===== src/rtl/risc_control_unit_if.sv =====
// Memory bus between the sequencer and the unified 32-word memory.
// The master holds req/we/addr/wdata steady until the slave returns ack.
interface risc_control_unit_if;
    logic       mem_req;
    logic       mem_we;
    logic [4:0] mem_addr;
    logic [7:0] mem_wdata;
    logic [7:0] mem_rdata;
    logic       mem_ack;

    modport master (
        output mem_req, mem_we, mem_addr, mem_wdata,
        input  mem_rdata, mem_ack
    );

    modport slave (
        input  mem_req, mem_we, mem_addr, mem_wdata,
        output mem_rdata, mem_ack
    );
endinterface


===== src/rtl/risc_control_unit.sv =====
// Fetch/decode/execute sequencer for the 8-bit accumulator CPU; RISC_SINGLE_STEP_EN adds step/PAUSE.
// Latency: ALU op 5 clk, LOAD 4, STORE 3 with zero-wait memory; each memory wait adds 1 clk.
// Backpressure: requests are held stable until mem_ack; ack without a request is ignored.
module risc_control_unit #(
    parameter logic [4:0] START_ADDR = 5'd0,
    parameter logic [4:0] HALT_ADDR  = 5'd31
) (
    input  logic       clk,
    input  logic       rst,
    input  logic       start,
`ifdef RISC_SINGLE_STEP_EN
    input  logic       step,
`endif
    risc_control_unit_if.master mem,
    output logic [2:0] alu_sel,
    output logic [7:0] alu_op1,
    output logic [7:0] alu_op2,
    input  logic [7:0] alu_out,
    input  logic       alu_co,
    output logic [7:0] acc,
    output logic       carry,
    output logic [4:0] pc,
    output logic       busy,
    output logic       halted
);
    localparam logic [2:0] OP_LOAD  = 3'd4;
    localparam logic [2:0] OP_STORE = 3'd5;

    typedef enum logic [3:0] {
        IDLE, FETCH, DECODE, READ, LDWB, EXEC, WB, WRITE, HALT
`ifdef RISC_SINGLE_STEP_EN
        , PAUSE
`endif
    } state_t;

`ifdef RISC_SINGLE_STEP_EN
    localparam state_t INSN_DONE = PAUSE;
`else
    localparam state_t INSN_DONE = FETCH;
`endif

    state_t     state, state_nxt;
    logic [7:0] ir, mdr;
    logic       req, we;
    logic [4:0] addr;
    logic       acked;

    assign alu_sel       = ir[7:5];
    assign alu_op1       = acc;
    assign alu_op2       = mdr;
    assign mem.mem_req   = req;
    assign mem.mem_we    = we;
    assign mem.mem_addr  = addr;
    assign mem.mem_wdata = acc;
    assign acked         = req && mem.mem_ack;
    assign busy          = (state != IDLE) && (state != HALT);
    assign halted        = (state == HALT);

    always_comb begin
        state_nxt = state;
        req       = 1'b0;
        we        = 1'b0;
        addr      = pc;
        case (state)
            IDLE:   if (start) state_nxt = FETCH;
            FETCH: begin
                // Halting is decided before any request, so addr HALT_ADDR is never fetched.
                if (pc == HALT_ADDR) begin
                    state_nxt = HALT;
                end else begin
                    req = 1'b1;
                    if (mem.mem_ack) state_nxt = DECODE;
                end
            end
            DECODE: state_nxt = (ir[7:5] == OP_STORE) ? WRITE : READ;
            READ: begin
                req  = 1'b1;
                addr = ir[4:0];
                if (mem.mem_ack) state_nxt = (ir[7:5] == OP_LOAD) ? LDWB : EXEC;
            end
            LDWB:   state_nxt = INSN_DONE;
            EXEC:   state_nxt = WB;
            WB:     state_nxt = INSN_DONE;
            WRITE: begin
                req  = 1'b1;
                we   = 1'b1;
                addr = ir[4:0];
                if (mem.mem_ack) state_nxt = INSN_DONE;
            end
            HALT:   if (start) state_nxt = FETCH;
`ifdef RISC_SINGLE_STEP_EN
            PAUSE:  if (step) state_nxt = FETCH;
`endif
            default: state_nxt = IDLE;
        endcase
    end

    always_ff @(posedge clk) begin
        if (rst) begin
            state <= IDLE;
            pc    <= START_ADDR;
            ir    <= 8'd0;
            mdr   <= 8'd0;
            acc   <= 8'd0;
            carry <= 1'b0;
        end else begin
            state <= state_nxt;
            case (state)
                IDLE, HALT: if (start) pc <= START_ADDR;
                FETCH:      if (acked) ir <= mem.mem_rdata;
                DECODE:     pc <= pc + 5'd1;
                READ:       if (acked) mdr <= mem.mem_rdata;
                LDWB:       acc <= mdr;
                WB: begin
                    acc   <= alu_out;
                    carry <= alu_co;
                end
                default: ;
            endcase
        end
    end
endmodule

===== src/flat_wrapper.sv =====
// flat-port wrapper written by rule: the top's interface ports become plain ports
module risc_control_unit_flat 
#(
    parameter logic [4:0] START_ADDR = 5'd0,
    parameter logic [4:0] HALT_ADDR  = 5'd31
)
  (clk, rst, start, alu_sel, alu_op1, alu_op2, alu_out, alu_co, acc, carry, pc, busy, halted, mem_mem_req, mem_mem_we, mem_mem_addr, mem_mem_wdata, mem_mem_rdata, mem_mem_ack);
  risc_control_unit_if mem_i ();
  input  logic clk;
  input  logic rst;
  input  logic start;
  output logic [2:0] alu_sel;
  output logic [7:0] alu_op1;
  output logic [7:0] alu_op2;
  input  logic [7:0] alu_out;
  input  logic alu_co;
  output logic [7:0] acc;
  output logic carry;
  output logic [4:0] pc;
  output logic busy;
  output logic halted;
  output wire logic [$bits(mem_i.mem_req)-1:0] mem_mem_req;
  output wire logic [$bits(mem_i.mem_we)-1:0] mem_mem_we;
  output wire logic [$bits(mem_i.mem_addr)-1:0] mem_mem_addr;
  output wire logic [$bits(mem_i.mem_wdata)-1:0] mem_mem_wdata;
  input wire logic [$bits(mem_i.mem_rdata)-1:0] mem_mem_rdata;
  input wire logic [$bits(mem_i.mem_ack)-1:0] mem_mem_ack;
  assign mem_mem_req = mem_i.mem_req;
  assign mem_mem_we = mem_i.mem_we;
  assign mem_mem_addr = mem_i.mem_addr;
  assign mem_mem_wdata = mem_i.mem_wdata;
  assign mem_i.mem_rdata = mem_mem_rdata;
  assign mem_i.mem_ack = mem_mem_ack;
  risc_control_unit #(.START_ADDR(START_ADDR), .HALT_ADDR(HALT_ADDR)) u_core (.clk(clk), .rst(rst), .start(start), .mem(mem_i), .alu_sel(alu_sel), .alu_op1(alu_op1), .alu_op2(alu_op2), .alu_out(alu_out), .alu_co(alu_co), .acc(acc), .carry(carry), .pc(pc), .busy(busy), .halted(halted));
endmodule

===== config.mk =====
export PLATFORM = sky130hd
export DESIGN_NAME = risc_control_unit_flat
export DESIGN_NICKNAME = d
export VERILOG_FILES = /design/src/rtl/risc_control_unit_if.sv /design/src/rtl/risc_control_unit.sv /design/src/flat_wrapper.sv
export SDC_FILE = /design/constraint.sdc
export NUM_CORES = 1
export LEC_CHECK = 0
export ABC_AREA = 1
export CORE_ASPECT_RATIO = 0.5
export CORE_MARGIN = 2
export CORE_UTILIZATION = 39
export DETAILED_ROUTE_END_ITERATION = 7
export PLACE_DENSITY = 0.86
export REMOVE_ABC_BUFFERS = 1
export SLEW_MARGIN = 20
export SYNTH_ARGS = -nofsm -noshare
export SYNTH_HDL_FRONTEND = slang
export SYNTH_SLANG_ARGS = --single-unit

===== constraint.sdc =====
create_clock -name clk -period 1.4 [get_ports clk]
set_input_delay 0.28 -clock clk [delete_from_list [all_inputs] [get_ports clk]]
set_output_delay 0.28 -clock clk [all_outputs]
set_load 0.01 [all_outputs]

==> flow_summary.html <==
<table>
<tr><th>Metric</th><th>Value</th></tr>
<tr><th colspan="2">Routing</th></tr>
<tr><td>Routed via count</td><td>2296</td></tr>
<tr><td>Ratio of routed vias to standard cells</td><td>5.59</td></tr>
<tr><td>Total Routed Length</td><td>8550 um</td></tr>
<tr><td>Drt initial violations</td><td>158</td></tr>
<tr><td>Detailed-route DRC error count</td><td>0</td></tr>
<tr><td>Avg WL per Cell</td><td>20.8 um</td></tr>
<tr><td>Final antenna-violating net count</td><td>0</td></tr>
<tr><td>Pre-antenna DRT Iters</td><td>5</td></tr>
<tr><th colspan="2">Power and ir drop</th></tr>
<tr><td>Switching share of power</td><td>0.431</td></tr>
<tr><td>Fraction of power consumed by the clock network</td><td>0.163</td></tr>
<tr><td>Internal</td><td>2.79 mW</td></tr>
<tr><td>Reg power frac</td><td>0.258</td></tr>
<tr><td>Switch Pwr</td><td>2.11 mW</td></tr>
<tr><td>Power Total</td><td>4.90 mW</td></tr>
<tr><td>Worst voltage drop across the vdd grid</td><td>873 uV</td></tr>
<tr><td>P per Cell Area</td><td>1480 mW/mm2</td></tr>
<tr><td>Leakage power of the design</td><td>1.59 nW</td></tr>
<tr><td>Share of power burned in combinational logic</td><td>0.579</td></tr>
<tr><th colspan="2">Floorplanning</th></tr>
<tr><td>Starting density of the core</td><td>0.401</td></tr>
<tr><td>Cell Rows</td><td>17</td></tr>
<tr><td>Boundary Pins</td><td>71</td></tr>
<tr><td>Core area</td><td>0.00436 mm2</td></tr>
<tr><td>Die width</td><td>98.7 um</td></tr>
<tr><td>Vertical die dimension</td><td>51.4 um</td></tr>
<tr><td>Die Footprint</td><td>0.00507 mm2</td></tr>
<tr><th colspan="2">Timing</th></tr>
<tr><td>Total negative slack</td><td>-7.04 ns</td></tr>
<tr><td>Fin worst setup slack</td><td>-0.357 ns</td></tr>
<tr><td>Portion of the clock cycle consumed by the worst path in the final layout</td><td>1.25</td></tr>
<tr><td>Final period demand of the worst path</td><td>1.76 ns</td></tr>
<tr><td>Top achievable clock speed</td><td>0.569 GHz</td></tr>
<tr><td>Layout Skew</td><td>0.00578 ns</td></tr>
<tr><td>Final Setup Violations</td><td>40</td></tr>
<tr><td>Least-Margin Pin Slew</td><td>0.378 ns</td></tr>
<tr><td>Unrepaired setup endpoints after global routing</td><td>yes</td></tr>
<tr><td>Hold violation count in the final report</td><td>0</td></tr>
<tr><td>Normalized max-slew margin</td><td>0.747</td></tr>
<tr><td>Number of slew-limit violations in the final report</td><td>0</td></tr>
<tr><th colspan="2">Place</th></tr>
<tr><td>Gpl congestion</td><td>0.832</td></tr>
<tr><td>DP HPWL</td><td>3910 um</td></tr>
<tr><td>Count of input and output buffers</td><td>70</td></tr>
<tr><td>Placed Instance Area</td><td>0.00262 mm2</td></tr>
<tr><th colspan="2">Clock tree</th></tr>
<tr><td>Count of hold-fix buffers inserted at cts</td><td>0</td></tr>
<tr><td>Number of buffers between clock root and the deepest sink</td><td>2</td></tr>
<tr><td>Sink count of the clock tree</td><td>34</td></tr>
<tr><td>Total CTS buffers</td><td>5</td></tr>
<tr><td>Clock insertion delay at the later pin of the skew report</td><td>0.31 ns</td></tr>
<tr><td>Root Buffer Master</td><td>sky130_fd_sc_hd__clkbuf_8</td></tr>
<tr><td>TritonCTS clock tree</td><td>done</td></tr>
<tr><td>Number of levels the H-tree was split into</td><td>2</td></tr>
<tr><td>Clock transition at the registers of the reported paths</td><td>0.08 ns</td></tr>
<tr><th colspan="2">Worst setup path</th></tr>
<tr><td>Setup crit start kind</td><td>flop</td></tr>
<tr><td>Category of the critical setup timing path</td><td>reg2out</td></tr>
<tr><td>Data arrival time at the worst-slack endpoint</td><td>1.48 ns</td></tr>
<tr><td>Worst setup path startpoint</td><td>u_core.pc[0]$_SDFFE_PP0P_</td></tr>
<tr><td>Req. time, crit path</td><td>1.12 ns</td></tr>
<tr><td>Critical Path Sink Type</td><td>primary output</td></tr>
<tr><td>Maximum net fanout on the critical path</td><td>2</td></tr>
<tr><td>Reg-to-reg startpoint</td><td>u_core.state[2]$_SDFFE_PP0P_</td></tr>
<tr><th colspan="2">Status</th></tr>
<tr><td>Failing checks</td><td>negative setup slack</td></tr>
<tr><td>Outcome</td><td>finished, violations left</td></tr>
<tr><th colspan="2">Synth</th></tr>
<tr><td>Synthesized flop and latch total</td><td>34</td></tr>
<tr><td>Yosys warning count</td><td>0</td></tr>
<tr><td>Sequential fraction of the synthesis area</td><td>0.389</td></tr>
<tr><td>Synthesized cell area</td><td>0.00175 mm2</td></tr>
<tr><td>Post-synth EDFFs</td><td>0</td></tr>
<tr><td>Largest area contributor in the synthesized netlist</td><td>sky130_fd_sc_hd__dfxtp_1</td></tr>
<tr><td>Mean post-synth cell area</td><td>7.32 um2</td></tr>
<tr><td>Most used flip-flop cell after synthesis</td><td>sky130_fd_sc_hd__dfxtp_1</td></tr>
<tr><td>Top cells by instance count after synthesis</td><td>sky130_fd_sc_hd__nand2_1 (42), sky130_fd_sc_hd__dfxtp_1 (34), sky130_fd_sc_hd__a21oi_1 (30)</td></tr>
<tr><td>Yosys top cell area share</td><td>0.389</td></tr>
<tr><td>Count of distinct cell types in the synthesized netlist</td><td>24</td></tr>
<tr><td>Cells after synthesis</td><td>239</td></tr>
<tr><td>Most instantiated library cell after synthesis</td><td>sky130_fd_sc_hd__nand2_1</td></tr>
<tr><td>Share of flip-flops with an asynchronous set or reset after synthesis</td><td>0</td></tr>
<tr><td>Dominant cells by area after synthesis</td><td>sky130_fd_sc_hd__dfxtp_1 (39%), sky130_fd_sc_hd__buf_4 (9.0%), sky130_fd_sc_hd__nand2_1 (9.0%), sky130_fd_sc_hd__a21oi_1 (8.6%), sky130_fd_sc_hd__inv_1 (5.4%)</td></tr>
<tr><th colspan="2">Run</th></tr>
<tr><td># Max-Cap Violations</td><td>0</td></tr>
<tr><th colspan="2">Min path</th></tr>
<tr><td>Launch instance of the worst min-delay path</td><td>u_core.carry$_SDFFE_PP0P_</td></tr>
<tr><td>Worst hold path class</td><td>reg2reg</td></tr>
<tr><th colspan="2">Cells and area</th></tr>
<tr><td>Fraction of layout instances using a drive strength above 1</td><td>0.466</td></tr>
<tr><td>Count of antenna diodes in the layout</td><td>0</td></tr>
<tr><td>Core Util, Final</td><td>0.758</td></tr>
<tr><td># nets final</td><td>376</td></tr>
<tr><td>Post-synthesis to final-layout area growth</td><td>88.7%</td></tr>
<tr><td>Final instance area</td><td>0.00330 mm2</td></tr>
<tr><th colspan="2">GRT</th></tr>
<tr><td>Pin count of the biggest net entering global routing</td><td>21</td></tr>
<tr><td>Global-route wire length before repair</td><td>10100 um</td></tr>
<tr><td>GR Overflow Total</td><td>0</td></tr>
<tr><td>Global-route total usage across every layer</td><td>0.254</td></tr>
<tr><td>Initial antenna violation count</td><td>0</td></tr>
<tr><td>Via count of the first global-routing pass</td><td>2081</td></tr>
</table>
-- cell families (layout without fill, tap and decap cells) --
logic type / after synthesis / after routing / synth area share
and+or+nand+nor: 82 / 83 / 0.217
adders and majority gates: 2 / 2 / 0.0143
DFF: 34 / 34 / 0.389
buffers and inverters: 57 / 171 / 0.172
AOI/OAI and AO/OA: 64 / 64 / 0.208
-- final cells by class --
type	instances	area [um2]
sequential	34	689
timing repair buffer	130	1170
tap	57	71.3
clock inverter	1	5.00
fill	260	1060
multi-input combinational	149	1130
timing repair inverter	1	7.51
inverter	32	149
clock buffer	7	86.3
-- through the flow --
stage / setup slack (ns) / hold slack (ns) / std cells
5_1_grt: -0.428 / 0.486 / 411
6_report: -0.357 / 0.464 / 411
3_5_place_dp: -0.507 / 0.453 / 376
4_1_cts: -0.275 / 0.463 / 401
2_1_floorplan: -0.269 / 0.342 / 214
3_3_place_gp: -0.441 / 0.436 / 376
-- power by group through the flow --
stage	registers [mW]	clock network, mW	logic [mW]
final	1.26	0.799	2.84
after global routing	1.27	0.828	2.93
after CTS	1.21	0.749	2.06
after detailed placement	1.21	0	1.68
after global placement	1.20	0	1.65
after floorplan	1.26	0	0.715
-- layout by cell type, fill, tap and decap left out, drive strengths merged, types with 13 or more instances in the layout --
master          n
o21ai          23
nand2          48
inv            29
clkdlybuf4s50  20
buf            70
dfxtp          34
a21oi          33
dlygate4sd2    39
nand3          13
nor2           16
-- timing repair --
action | CTS | global route
setup buffers | 22 | 15
gates resized for setup | 149 | 74
cloned | 1 | 3
pin swaps | 14 | 18
endpoints found under the setup margin | 79 | 44
-- routing by layer --
layer  up-vias  track usage  part of all wire
met1      1106        0.287              0.40
met2       147        0.473              0.48
met5         -            0                 0
met4         0        0.123             0.048
li1        999            -                 -
met3        44       0.0451             0.072
-- critical path: stages, from the launching register on --
cell and delay [ns]:
sky130_fd_sc_hd__dfxtp_2 0.36, sky130_fd_sc_hd__ha_4 0.15, sky130_fd_sc_hd__nand2_4 0.05, sky130_fd_sc_hd__nor2_2 0.10
sky130_fd_sc_hd__ha_2 0.19, sky130_fd_sc_hd__inv_2 0.06, sky130_fd_sc_hd__nand3_4 0.09, sky130_fd_sc_hd__nand2_4 0.06
sky130_fd_sc_hd__buf_6 0.11
-- flip-flops by register name, indices dropped and copies added (netlist names) --
| register | cells |
|---|---|
| u_core.ir | 8 |
| u_core.pc | 5 |
| u_core.carry | 1 |
| u_core.state | 4 |
| u_core.acc | 8 |
| u_core.alu_op2 | 8 |
-- worst paths after layout --
path                                                endpoint  slack, ns  cells past startpoint
worst max-delay path                             mem_mem_req      -0.36                      8
worst min-delay path               u_core.carry$_SDFFE_PP0P_       0.46                      2
worst max register to register  u_core.state[2]$_SDFFE_PP0P_      -0.30                     10
worst min register to register     u_core.carry$_SDFFE_PP0P_       0.46                      2
(Power assumes the default switching activity.)
